$ cat src/rtl/verificador_desafio.sv
// rtl/verificador_desafio.sv - challenge verifier: walks an 8-word challenge ROM and scores each answer
//
// Purpose:
//   A start pulse begins a round of 8 challenges read from an external ROM.
//   Each 60-bit word holds either a 4-character password (opcode != 11) or a
//   sensor window (opcode = 11). The answer is checked and pulses acerto or
//   erro. Passed challenges are counted, and fim is raised after the eighth.
//
// Ports:
//   clock, reset_n          system clock, asynchronous active-low reset
//   iniciar                 start-of-round pulse (accepted only when idle or finished)
//   mem_address / mem_data  challenge ROM address and its combinational 60-bit word
//   char_valid, char_in     one-cycle strobe and 7-bit ASCII character
//   medida_valid, medida    one-cycle strobe and 12-bit (3 BCD digit) sensor reading
//   opcode, leds,           registered fields [59:58], [57:54], [53:52] of the
//   pos_inicial             current word
//   acerto, erro            one-cycle pass / fail pulses
//   acertos                 passed challenges in this round (0..8)
//   fim                     level, high once the round is complete
//
// Build option:
//   VERIFICADOR_TIMEOUT_EN  when defined, a challenge fails after TIMEOUT_CICLOS
//                           cycles of waiting. When undefined, waiting is unbounded.

module verificador_desafio #(
  parameter int TIMEOUT_CICLOS = 50000000
) (
  input  logic        clock,
  input  logic        reset_n,
  input  logic        iniciar,
  output logic [2:0]  mem_address,
  input  logic [59:0] mem_data,
  input  logic        char_valid,
  input  logic [6:0]  char_in,
  input  logic        medida_valid,
  input  logic [11:0] medida,
  output logic [1:0]  opcode,
  output logic [3:0]  leds,
  output logic [1:0]  pos_inicial,
  output logic        acerto,
  output logic        erro,
  output logic [3:0]  acertos,
  output logic        fim
);

  typedef enum logic [2:0] {
    OCIOSO    = 3'd0,
    CARREGA   = 3'd1,
    ESPERA    = 3'd2,
    RESULTADO = 3'd3,
    PROXIMO   = 3'd4,
    FIM       = 3'd5
  } estado_t;

  estado_t     estado, prox_estado;

  logic [11:0] lim_inf, lim_sup;
  logic [27:0] esperado;
  logic [1:0]  indice;
  logic        passou;          // outcome latched for the RESULTADO cycle

  logic [6:0]  char_esperado;
  logic        modo_sensor;
  logic        decide, decide_ok;
  logic        avanca;
  logic        espera_decide, espera_ok;

  assign modo_sensor = (opcode == 2'b11);

  always_comb begin
    char_esperado = esperado[6:0];
    case (indice)
      2'd0:    char_esperado = esperado[6:0];
      2'd1:    char_esperado = esperado[13:7];
      2'd2:    char_esperado = esperado[20:14];
      default: char_esperado = esperado[27:21];
    endcase
  end

  // Decision from the strobe relevant to the current opcode. The other
  // strobe is ignored even when both arrive together.
  always_comb begin
    decide    = 1'b0;
    decide_ok = 1'b0;
    avanca    = 1'b0;
    if (estado == ESPERA) begin
      if (modo_sensor) begin
        if (medida_valid) begin
          decide    = 1'b1;
          decide_ok = (medida >= lim_inf) && (medida <= lim_sup);
        end
      end else if (char_valid) begin
        if (char_in != char_esperado) begin
          // No resynchronisation: any wrong character ends the challenge.
          decide = 1'b1;
        end else if (indice == 2'd3) begin
          decide    = 1'b1;
          decide_ok = 1'b1;
        end else begin
          avanca = 1'b1;
        end
      end
    end
  end

`ifdef VERIFICADOR_TIMEOUT_EN
  localparam int CW = (TIMEOUT_CICLOS > 1) ? $clog2(TIMEOUT_CICLOS) : 1;

  logic [CW-1:0] contador;
  logic          estouro;

  assign estouro = (estado == ESPERA) && (contador == CW'(TIMEOUT_CICLOS - 1));

  always_ff @(posedge clock or negedge reset_n) begin
    if (!reset_n) begin
      contador <= '0;
    end else if (estado == CARREGA) begin
      contador <= '0;
    end else if (estado == ESPERA) begin
      contador <= contador + 1'b1;
    end
  end

  // A real answer in the expiry cycle wins over the timeout.
  assign espera_decide = decide | estouro;
  assign espera_ok     = decide & decide_ok;
`else
  assign espera_decide = decide;
  assign espera_ok     = decide_ok;
`endif

  always_comb begin
    prox_estado = estado;
    case (estado)
      OCIOSO, FIM: if (iniciar) prox_estado = CARREGA;
      CARREGA:     prox_estado = ESPERA;
      ESPERA:      if (espera_decide) prox_estado = RESULTADO;
      RESULTADO:   prox_estado = PROXIMO;
      PROXIMO:     prox_estado = (mem_address == 3'd7) ? FIM : CARREGA;
      default:     prox_estado = OCIOSO;
    endcase
  end

  always_ff @(posedge clock or negedge reset_n) begin
    if (!reset_n) estado <= OCIOSO;
    else          estado <= prox_estado;
  end

  always_ff @(posedge clock or negedge reset_n) begin
    if (!reset_n) begin
      mem_address <= 3'd0;
      opcode      <= 2'd0;
      leds        <= 4'd0;
      pos_inicial <= 2'd0;
      lim_inf     <= 12'd0;
      lim_sup     <= 12'd0;
      esperado    <= 28'd0;
      indice      <= 2'd0;
      passou      <= 1'b0;
      acerto      <= 1'b0;
      erro        <= 1'b0;
      acertos     <= 4'd0;
      fim         <= 1'b0;
    end else begin
      // acerto/erro are high only for the RESULTADO cycle.
      acerto <= 1'b0;
      erro   <= 1'b0;
      case (estado)
        OCIOSO, FIM: begin
          if (iniciar) begin
            mem_address <= 3'd0;
            acertos     <= 4'd0;
            fim         <= 1'b0;
          end
        end
        CARREGA: begin
          opcode      <= mem_data[59:58];
          leds        <= mem_data[57:54];
          pos_inicial <= mem_data[53:52];
          lim_inf     <= mem_data[51:40];
          lim_sup     <= mem_data[39:28];
          esperado    <= mem_data[27:0];
          indice      <= 2'd0;
        end
        ESPERA: begin
          if (avanca) indice <= indice + 2'd1;
          if (espera_decide) begin
            passou <= espera_ok;
            acerto <= espera_ok;
            erro   <= ~espera_ok;
          end
        end
        RESULTADO: begin
          if (passou && (acertos != 4'd8)) acertos <= acertos + 4'd1;
        end
        PROXIMO: begin
          if (mem_address == 3'd7) fim <= 1'b1;
          else                     mem_address <= mem_address + 3'd1;
        end
        default: ;
      endcase
    end
  end

endmodule

$ cat config.mk
export PLATFORM = sky130hd
export DESIGN_NAME = verificador_desafio
export DESIGN_NICKNAME = d
export VERILOG_FILES = /design/src/rtl/verificador_desafio.sv
export SDC_FILE = /design/constraint.sdc
export NUM_CORES = 1
export LEC_CHECK = 0
export CAP_MARGIN = 5
export CORE_MARGIN = 1.5
export CORE_UTILIZATION = 30
export DETAILED_ROUTE_END_ITERATION = 6
export HOLD_SLACK_MARGIN = 0.1
export PLACE_DENSITY_LB_ADDON = 0.3
export SLEW_MARGIN = 20
export SYNTH_ARGS = -nofsm -noshare
export SYNTH_HDL_FRONTEND = slang
export SYNTH_SLANG_ARGS = --single-unit
$ cat constraint.sdc
create_clock -name clock -period 2 [get_ports clock]
set_input_delay 0.6 -clock clock [delete_from_list [all_inputs] [get_ports clock]]
set_output_delay 0.6 -clock clock [all_outputs]
set_load 0.1 [all_outputs]
# After elaboration in Yosys (flattened, before gate mapping)
# Cells that the tools add are included.
classes:
  add_sub_neg: 3
  order_cmp: 2
  eq_ne: 18
  n_mux: 36
  bitwise_logic: 1
  n_reduce_logical: 14
ops:
  columns: ["op", "count"]
  rows:
  - ["$mux 1", 22]
  - ["$pmux 7 s3", 1]
  - ["$mux 3", 5]
  - ["$pmux 3 s5", 1]
  - ["$ge 12x12->1", 1]
  - ["$le 12x12->1", 1]
  - ["$ne 2x2->1 const B", 6]
  - ["$eq 3x3->1 const B", 3]
  - ["$reduce_and 3->1", 3]
  - ["$mux 4", 2]
  - ["$pmux 4 s2", 1]
  - ["$ne 7x7->1", 1]
  - ["$eq 2x2->1 const B", 3]
  - ["$eq 3x2->1 const B", 2]
  - ["$pmux 3 s2", 1]
  - ["$reduce_and 2->1", 3]
  - ["$reduce_bool 2->1", 3]
  - ["$add 4x1->4 const B", 1]
  - ["$ne 4x4->1 const B", 1]
  - ["$pmux 2 s2", 1]
  - ["$add 3x1->3 const B", 1]
  - ["$eq 3x1->1 const B", 1]
  - ["$logic_not 3->1", 1]
  - ["$add 2x1->2 const B", 1]
  - ["7 further kinds", 8]
word_totals:
  reg_bits: 76
  inputBits: 84
  wordCells: 88

# Depth between registers and ports, before layout
logic_depth:
  word_depth: 10
  depth_mapped: 8

# Least setup slack after synthesis
# OpenSTA, ideal clock, no wires.
synth_timing:
  path_type: "flip-flop to flip-flop"
  startpoint: "register mem_address[0]"
  endpoint: "register mem_address[0]"
  setup_time_ns: 0.126
  t_arrival_ns: 2.086
  setup_slack_ns: -0.212
  path_stages_with_launch: 7
  n_path_buf: 0
  cell_sequence: "dfrtp_1 -> ha_1 -> ha_1 -> o21ai_0 -> a22oi_1 -> nor2_1 -> mux2_2"
synth_via:
  elab_chain_len: 3
  word_cells_on_any_way: 6
synth_rtl:
  columns: ["item", "line", "rtl"]
  rows:
  - ["from (decl)", "31", "output logic [2:0] mem_address,"]
  - ["from (signal assigned)", "198", "else mem_address <= mem_address + 3'd1;"]
  - ["$add 3x1->3 / $eq 3x3->1 (equally long branches)", "198, 197", null]
  - ["$mux 3 / $ne 2x2->1 (equally long branches)", null, null]
  - ["$pmux 3 s2 / $reduce_and 3->1 (equally long branches)", null, null]
# Several ways; a longest one is shown, not always the timed one. The select of a mux whose other input is x is not followed.
# A chain may end at the register's enable or synchronous reset.

# Final worst setup path
layout_timing:
  startpoint: "input port medida[4]"
  endpoint: "register acerto"
layout_via:
  elab_chain_len: 7
  word_cells_on_any_way: 8
layout_rtl:
  columns: ["item", "line", "rtl"]
  rows:
  - ["from (decl)", "36", "input logic [11:0] medida,"]
  - ["$ge 12x12->1 / $le 12x12->1 (equally long branches)", "90", "decide_ok = (medida >= lim_inf) && (medida <= lim_sup);"]
  - ["$logic_and 1x1->1 (*)", "90", null]
  - ["$mux 1 (*)", "88", "if (medida_valid) begin"]
  - ["$mux 1 (*)", "87", "if (modo_sensor) begin"]
  - ["$mux 1 (*)", "86", "if (estado == ESPERA) begin"]
  - ["$mux 1 (*)", "187", "if (espera_decide) begin"]
  - ["$mux 1 (*)", "168", "case (estado)"]
  - ["to (signal assigned)", "189", "acerto <= espera_ok;"]
  - ["to (decl)", "40", "output logic acerto,"]
# Mark *: on every way between the ends. The rest lies on a longest branch, timed or not.

==> metrics.txt <==
Hold Vio Cnt, Final 0; # IOs 102; Worst Tran Pin Value 0.594 ns; Vias 3,320; Max-Cap Viols 0; # setup viols final 6; Placement Rows 41; Core Util, Final 0.457; H-tree depth 3; largest fanout on the critical path 3; gpl congestion 0.821; Req. time, crit path 2.22 ns; Avg Inst Size Synth 9.13 µm²; average vias per placed instance 4.57; fin. max-slew vios 0; Layout Nets 666; P_leak 2.68 nW; Antenna Cells 0; Sw Share 0.419; Post-Syn Area 3910 µm²; Cells after Synth 428; met2 usage 0.249; worst hold slack 0.199 ns; Yosys reg bits 76; Crit Path Category primary input to flop; Syn Nets 545; initial antenna violation count 0; fin crit share 1.11; Initial Utilization 0.308; CTS tree yes; Comb pwr share 0.491; remaining antenna violation count 0; core area 12,700 µm²; largest net degree at the start of global routing 90; # DRC 0; GRT met3 Usage 0.0294; DRT iter0 DRCs 161; Port Buf Inserts 101; VDD IR max 459 µV; P_int 0.00465 W; Top Usage Layer GRT met2; Clock Sinks 76; Die Span X 117 µm; die height 117 µm; Flop pwr share 0.324; Fin Clk Skew 0.00689 ns; clk_lat worst skew 0.34 ns; CP endpoint kind flop; post-DP HPWL 7.21 mm; first-pass GRT wire length 16.6 mm; Slew Limit Headroom 0.603; status complete, but fails checks; Remaining Overflow, GRT 0; M1 GR Usage 0.215; Worst setup SP type primary input; CTS Buf Count 9; CP arrival 2.45 ns; yosys warns 0; R2R cell count 9; Psw 0.00336 W; sequential share of the synthesized area 0.487; fmax 0.449 GHz; synth unique cells 39; Layout area overhead 48.4%; layout cells sized above 1 0.137; final wirelength 9.86 mm; fin crit period 2.23 ns; CTS clk-pin slew, worst paths 0.05 ns; pwr dens 1380 nW/µm²; vias in the first global route 3,470; worst setup margin -0.227 ns; Pre-Repair DR Iteration Count 5; clk buf depth 2; Overall Global Routing Usage 0.158; die area 13,700 µm²; RSZ-0062 raised after global routing true; clock root cell clkbuf_16; clock share of power 0.185; worst min-delay path class primary input to async pin; WL/cell 13.6 µm; failing checks setup timing
==> through the flow <==
| step | power (W) | setup TNS, ns | std cells | cell area, µm² | setup slack [ns] |
|---|---|---|---|---|---|
| final | 0.00801 | -1.10 | 726 | 5800 | -0.227 |
| after CTS | 0.00807 | -1.48 | 725 | 5780 | -0.272 |
| after detailed placement | 0.00651 | -2.74 | 708 | 5450 | -0.629 |
| after floorplan | 0.00507 | -0.0262 | 428 | 3920 | -0.0262 |
| after global routing | 0.00868 | -2.24 | 726 | 5800 | -0.386 |
| after global placement | 0.00637 | -2.31 | 708 | 5450 | -0.559 |
==> state kept, by name, summed over array words and instances (netlist names), 2 cells and up <==
name,cells
esperado,28
lim_inf,12
lim_sup,12
acertos,4
leds,4
estado,3
mem_address,3
indice,2
opcode,2
pos_inicial,2
==> per-layer routing <==
metal	up-vias	wire length [µm]	part of all wire
li1	1678	-	-
met1	1548	4660	0.47
met2	85	4590	0.47
met3	9	458	0.046
met4	0	143	0.015
met5	-	0	0
==> power groups by stage <==
stage	Sequential, W	Combinational (W)	Clock (W)
after global placement	0.00260	0.00377	0
after CTS	0.00260	0.00394	0.00152
after global routing	0.00268	0.00441	0.00160
final	0.00259	0.00393	0.00148
after floorplan	0.00322	0.00186	0
after detailed placement	0.00262	0.00389	0
==> synthesized netlist by cell type, drive strengths merged <==
cell | instances | area share
or4 | 1 | 0.0019
ha | 33 | 0.11
inv | 34 | 0.033
nor2b | 3 | 0.0048
o211ai | 1 | 0.0019
nand2 | 140 | 0.13
a22o | 2 | 0.0045
nor3 | 6 | 0.0090
mux2 | 2 | 0.0058
a222oi | 7 | 0.018
clkbuf | 10 | 0.0096
nand3 | 3 | 0.0038
a211oi | 3 | 0.0058
o21ai | 38 | 0.049
o2111ai | 1 | 0.0022
a21oi | 12 | 0.015
nor4 | 1 | 0.0054
o311a | 1 | 0.0026
and3 | 2 | 0.0032
nor2 | 7 | 0.0067
xnor2 | 6 | 0.013
a31o | 1 | 0.0022
nor3b | 1 | 0.0019
and2 | 1 | 0.0016
buf | 5 | 0.0064
xor2 | 3 | 0.0067
mux2i | 9 | 0.023
o31ai | 1 | 0.0019
a21o | 3 | 0.0058
nand4 | 5 | 0.0096
dfrtp | 76 | 0.49
o2111a | 1 | 0.0029
o311ai | 1 | 0.0022
clkinv | 1 | 0.00096
a22oi | 1 | 0.0019
o31a | 1 | 0.0022
nand2b | 5 | 0.0080
==> kinds of logic (layout without fill, tap and decap cells) <==
kind of cell / after synthesis / in the layout / share of synthesized area
AOI/OAI and AO/OA: 74 / 74 / 0.118
xor gates and xnor gates: 9 / 9 / 0.0202
adders and majority gates: 33 / 33 / 0.106
buffers and inverters: 50 / 176 / 0.0496
DFF: 76 / 76 / 0.487
muxes: 11 / 11 / 0.0288
and+or+nand+nor: 175 / 175 / 0.191
==> layout make-up <==
class | instances | area (µm²)
fill | 1244 | 6880
sequential | 76 | 1910
multi-input combinational | 302 | 1880
timing repair buffer | 125 | 1400
clock buffer | 14 | 254
tap | 172 | 215
inverter | 35 | 131
clock inverter | 2 | 10.0
==> layout by cell type (no fill, tap or decap), types with 4 or more instances in the layout <==
master / synthesis / routed
a222oi_1: 7 / 7
inv_1: 34 / 32
o21ai_0: 38 / 36
nand2b_1: 5 / 5
dfrtp_1: 76 / 71
buf_4: 0 / 22
ha_1: 33 / 29
dfrtp_2: 0 / 5
xnor2_1: 6 / 6
clkbuf_16: 0 / 9
nor2_1: 7 / 7
nand4_1: 4 / 4
mux2i_1: 9 / 9
nor3_1: 5 / 4
a21oi_1: 12 / 12
clkbuf_1: 10 / 4
nand2_1: 140 / 139
clkdlybuf4s50_1: 0 / 82
buf_12: 0 / 20
==> critical path, stage by stage <==
cell             delay [ns]
clkdlybuf4s50_1        0.42
ha_1                   0.21
or4_1                  0.52
a21oi_1                0.16
o311ai_0               0.14
o311a_1                0.17
a31o_2                 0.22
==> timing repair <==
item,in CTS,in global routing
hold buffers,0,0
cloned,0,0
pin swaps,4,8
gates resized for setup,13,4
buffers inserted,1,1
endpoints found under the setup margin,6,7
==> worst paths after layout <==
check                             from          end  slack, ns
setup / recovery             medida[4]       acerto      -0.23
hold / removal                 reset_n      leds[3]       0.20
setup reg to reg             indice[0]       acerto      -0.20
hold reg to reg            esperado[7]  esperado[7]       0.48
max in group asynchronous      reset_n   lim_inf[1]       1.20
min in group clock         esperado[7]  esperado[7]       0.48
No activity file was read; power rests on OpenSTA's default activity.
==> variant 1: new RTL, same flow settings <==
Put one more register stage on the output `acertos`, with the module's reset. The value now appears one clock later. The other outputs are not delayed to match.
--- a/src/rtl/verificador_desafio.sv
+++ b/src/rtl/verificador_desafio.sv
@@ -53,4 +53,6 @@
   } estado_t;
 
+  logic [3:0] acertos_s0;
+
   estado_t     estado, prox_estado;
 
@@ -160,5 +162,5 @@
       acerto      <= 1'b0;
       erro        <= 1'b0;
-      acertos     <= 4'd0;
+      acertos_s0  <= 4'd0;
       fim         <= 1'b0;
     end else begin
@@ -170,5 +172,5 @@
           if (iniciar) begin
             mem_address <= 3'd0;
-            acertos     <= 4'd0;
+            acertos_s0  <= 4'd0;
             fim         <= 1'b0;
           end
@@ -192,5 +194,5 @@
         end
         RESULTADO: begin
-          if (passou && (acertos != 4'd8)) acertos <= acertos + 4'd1;
+          if (passou && (acertos_s0 != 4'd8)) acertos_s0 <= acertos_s0 + 4'd1;
         end
         PROXIMO: begin
@@ -203,4 +205,12 @@
   end
 
+  always_ff @(posedge clock or negedge reset_n) begin
+    if (!reset_n) begin
+      acertos <= '0;
+    end else begin
+      acertos <= acertos_s0;
+    end
+  end
+
 endmodule
 
Check against the original RTL: not equivalent (a bounded check fails within 10 cycles, from zero or initial values and one cycle with reset_n low).
==> variant 1 against the unedited design <==
Wire length fell by 3.5%; sequential share of layout area increased by 0.41 points; the flow still finishes with violations (setup timing); total power rose by 8.9%; cell count decreased by 8.8%; design area increased by 3.9%; synthesized cell count decreased by 16%; setup slack worse by 0.00095 ns; sequential cell count is 4 higher; area after synthesis rose by 1.2%; critical endpoint is now indice[0]$_DFFE_PN0P_; core utilization up 1.6 points.
==> variant 1: results (changes against the unedited design) <==
metric	value	unit	change
cp_max_fo	7		+4
post_drt_wl_per_cell	14.4	um	+5.8%
num_vias	3101		-6.6%
synthAdderAreaFrac	10.4	%	-0.12 points
peakVddDrop	1.07	mV	+130%
dieWidth	118	um	+0.56%
violations	setup timing		
critPathTopFamily	flip-flops		
p_leak	2.60	nW	-3.1%
status	finished with violations		
synthMuxAreaShare	11.8	%	+8.9 points
synth-seq-area-share	50.7	%	+2.0 points
ys_top_cells_by_count	80 x dfrtp_1, 42 x nand2_1, 41 x inv_1		
fill_cells	1203		-3.3%
setup_violations	6		unchanged
drtIter0Drc	126		-22%
netlist.area_leader.share	50.7	%	+2.0 points
worst_path_max_delay_cell	dfrtp_2		
finClkSkew	0.00568	ns	-0.00121 ns
worst_pin_slew	0.456	ns	-0.138 ns
dp_hpwl	7020	um	-2.7%
synth_xor_area_share	1.99	%	-0.023 points
grt_pass1_vias	3311		-4.6%
grt_pass1_wl	16100	um	-3.0%
synth_compound_area_share	11.5	%	-0.29 points
crit_path_max_incr_delay	0.44	ns	-0.08 ns
synth_area_leaders	dfrtp_1 51%, ha_1 10%, mux2_2 9.4%		
gp_congestion	0.784		-4.5%
syn_nets	478		-12%
synth_cell_type_count	41		+5.1%
crit_arrival	2.45	ns	about the same
setup_slack	-0.228	ns	-0.000949 ns
layout-drive-gt1-share	24.7	%	+11 points
nNetsFinal	603		-9.5%
n_antenna_cell	0		unchanged
grt_max_degree	52		-42%
grtUsageTotal	14.8	%	-1.0 points
cts_max_level	3		unchanged
[variant 1: worst paths after layout]
kind	end	slack, ns
worst min-delay path	esperado[9]$_DFFE_PN0P_	0.21
worst max register to register	indice[0]$_DFFE_PN0P_	-0.23
min in group clock	acertos[3]$_DFF_PN0_	0.43
worst max-delay path	indice[0]$_DFFE_PN0P_	-0.23
max in group asynchronous	leds[1]$_DFFE_PN0P_	1.23
worst min register to register	acertos[3]$_DFF_PN0_	0.43
[variant 1: routing by layer]
metal | global-route usage (%) | share of wire [%] | up-vias
met1 | 18.0 | 45 | 1470
met4 | 7.47 | 2.5 | 0
met5 | 0 | 0 | -
met2 | 22.9 | 45 | 106
li1 | - | - | 1509
met3 | 5.57 | 7.6 | 16
[variant 1: metrics by stage]
step,setup TNS [ns],area [um2],instances,total power [mW],utilization (%)
finish,-1.04,6020,662,8.72,47.3
global route,-1.53,6020,662,9.33,47.3
CTS,-0.982,6010,661,8.83,47.2
detailed placement,-3.15,5500,642,6.70,43.3
global placement,-2.90,5500,642,6.59,43.3
floorplan,-0.0261,3960,361,5.28,-
[variant 1: area by class of cell]
class / count / area [um2] / area share, %
Multi-Input combinational cell: 228 / 1900 / 31.6
Tap cell: 172 / 215 / 3.57
Sequential cell: 80 / 2010 / 33.3
Timing Repair Buffer: 126 / 1400 / 23.2
Clock buffer: 10 / 239 / 3.97
Clock inverter: 5 / 105 / 1.75
Inverter: 41 / 156 / 2.60
[variant 1: what timing repair did]
action,4_1_cts,5_1_grt
resized for setup,45,2
setup buffers,4,1
endpoints found under the setup margin,6,6
pin swaps,21,9
[variant 1: power breakdown]
group          switching (mW)  leakage [nW]  internal, mW
clock network           0.661         0.161          1.25
registers               0.405         0.989          2.32
logic                    2.25          1.45          1.83
total                    3.32          2.60          5.40
==> variant 2: new RTL, config.mk and constraints unchanged <==
Made on the original files. Build with the macro `VERIFICADOR_TIMEOUT_EN` defined.
--- a/src/rtl/verificador_desafio.sv
+++ b/src/rtl/verificador_desafio.sv
@@ -22,4 +22,6 @@
 //   VERIFICADOR_TIMEOUT_EN  when defined, a challenge fails after TIMEOUT_CICLOS
 //                           cycles of waiting. When undefined, waiting is unbounded.
+
+`define VERIFICADOR_TIMEOUT_EN
 
 module verificador_desafio #(
Check against the original RTL: no difference found for any inputs over 10 cycles, from zero or initial values and one cycle with reset_n low; that may be too few to reach the edited logic, so the function may still have changed.
==> variant 2 against the unedited design <==
Cell count up 18%; total power up 18%; fmax down 9.4%; critical path type is now reg2reg; non-clock buffer count up 16; design area up 28%; sequential cell count up 26; the flow still finishes with violations (setup timing); register-to-register slack worse by 0.26 ns; area after synthesis up 33%; largest cell class is now multi-input gates; highest routed layer unchanged; core utilization down 2.3 points; synthesized cell count up 15%; wire length up 27%; setup slack worse by 0.23 ns; sequential power up 24%.
==> variant 2: results (changes against the unedited design) <==
metric	value	unit	change
postPlaceCellArea	7050	um2	+29%
status	finished with violations		
synth_area_leaders	dfrtp_1 49%, ha_1 8.2%, mux2_2 7.6%		
crit_path_max_incr_delay	0.43	ns	-0.09 ns
num_vias	4024		+21%
post-place-ws	-0.774	ns	-0.145 ns
grtUsageMet3	4.88	%	+1.9 points
synth-seq-area-share	49.0	%	+0.28 points
layout-drive-gt1-share	23.3	%	+9.6 points
crit_type	reg2reg		
dp_hpwl	9600	um	+33%
avgSynthCellArea	10.6	um2	+16%
nNetsFinal	744		+12%
switching_share	38.5	%	-3.4 points
tns	-2.47	ns	-1.37 ns
setup_slack	-0.458	ns	-0.231 ns
grt_pass1_wl	21000	um	+26%
ys_top_cells_by_count	102 x dfrtp_1, 50 x nand2_1, 41 x o21ai_0		
violations	setup timing		
syn_nets	609		+12%
post_drt_wl_per_cell	14.6	um	+7.5%
critPathTopFamily	simple AND/OR/NAND/NOR gates		
finClkSkew	0.0108	ns	+0.00393 ns
dr.pass1.iters	7		+2
wirelength	12500	um	+27%
drtIter0Drc	179		+11%
peakVddDrop	1.11	mV	+140%
endpoint_kind	register		
grtUsageTotal	14.8	%	-1.0 points
grt_max_degree	44		-51%
worst_pin_slew	0.489	ns	-0.105 ns
use_met2	25.3	%	+0.39 points
grt_pass1_vias	4296		+24%
largest_registers	esperado x28, contador x26		
cp_max_fo	6		+3
fin_hold_ws	0.196	ns	-0.00255 ns
dp.cells	837		+18%
crit_arrival	2.70	ns	+0.25 ns
fill_cells	1614		+30%
worst_path_max_delay_cell	dfrtp_1		
path_clk_slew	0.07	ns	+0.02 ns
gp_congestion	0.790		-3.8%
r2r_end	indice[1]$_DFFE_PN0P_		
grt_use_met1	17.9	%	-3.6 points
reg2reg_from	indice[1]$_DFFE_PN0P_		
setup_violations	6		unchanged
[variant 2: changes by cell type after synthesis, sizes merged, moves of 13 or more]
cell   before  now
nand2     140   50
xor2        3   24
nor2        7   35
dfrtp      76  102
nand3       3   16
mux2        2   35
[variant 2: routing by layer]
layer	up-vias	wire (um)
li1	1974	-
met1	1958	5450
met2	84	6280
met3	8	607
met4	0	163
met5	-	0
[variant 2: final cells by class]
| type | instances | area, um2 | share of cell area [%] |
|---|---|---|---|
| Multi-Input combinational cell | 332 | 2570 | 34.6 |
| Sequential cell | 102 | 2560 | 34.4 |
| Timing Repair Buffer | 141 | 1560 | 20.9 |
| Tap cell | 225 | 282 | 3.79 |
| Clock buffer | 11 | 243 | 3.27 |
| Inverter | 40 | 153 | 2.06 |
| Clock inverter | 5 | 65.1 | 0.876 |
[variant 2: power by group through the flow]
stage / clock network [mW] / logic [mW] / registers (mW)
final: 1.82 / 4.46 / 3.20
after global routing: 1.98 / 4.90 / 3.29
after CTS: 1.89 / 4.53 / 3.20
after detailed placement: 0 / 4.48 / 3.24
after global placement: 0 / 4.37 / 3.21
after floorplan: 0 / 2.13 / 3.85
[variant 2: through the flow]
step	power [mW]	utilization, %
2_1_floorplan	5.98	-
3_3_place_gp	7.59	41.2
3_5_place_dp	7.72	41.2
4_1_cts	9.62	43.2
5_1_grt	10.2	43.4
6_report	9.48	43.4
[variant 2: timing repair]
item	CTS	global route
setup endpoints to repair	6	11
setup buffers	2	1
gates resized for setup	4	3
pin swaps	3	7
[variant 2: cell families after synthesis]
kind of cell | share of synthesized area [%]
AO/OA/AOI/OAI | 9.53
XOR/XNOR | 5.04
adder cells (fa/ha/maj) | 8.16
buffers and inverters | 4.56
flip-flops | 49.0
multiplexers | 9.10
AND/OR/NAND/NOR | 14.6
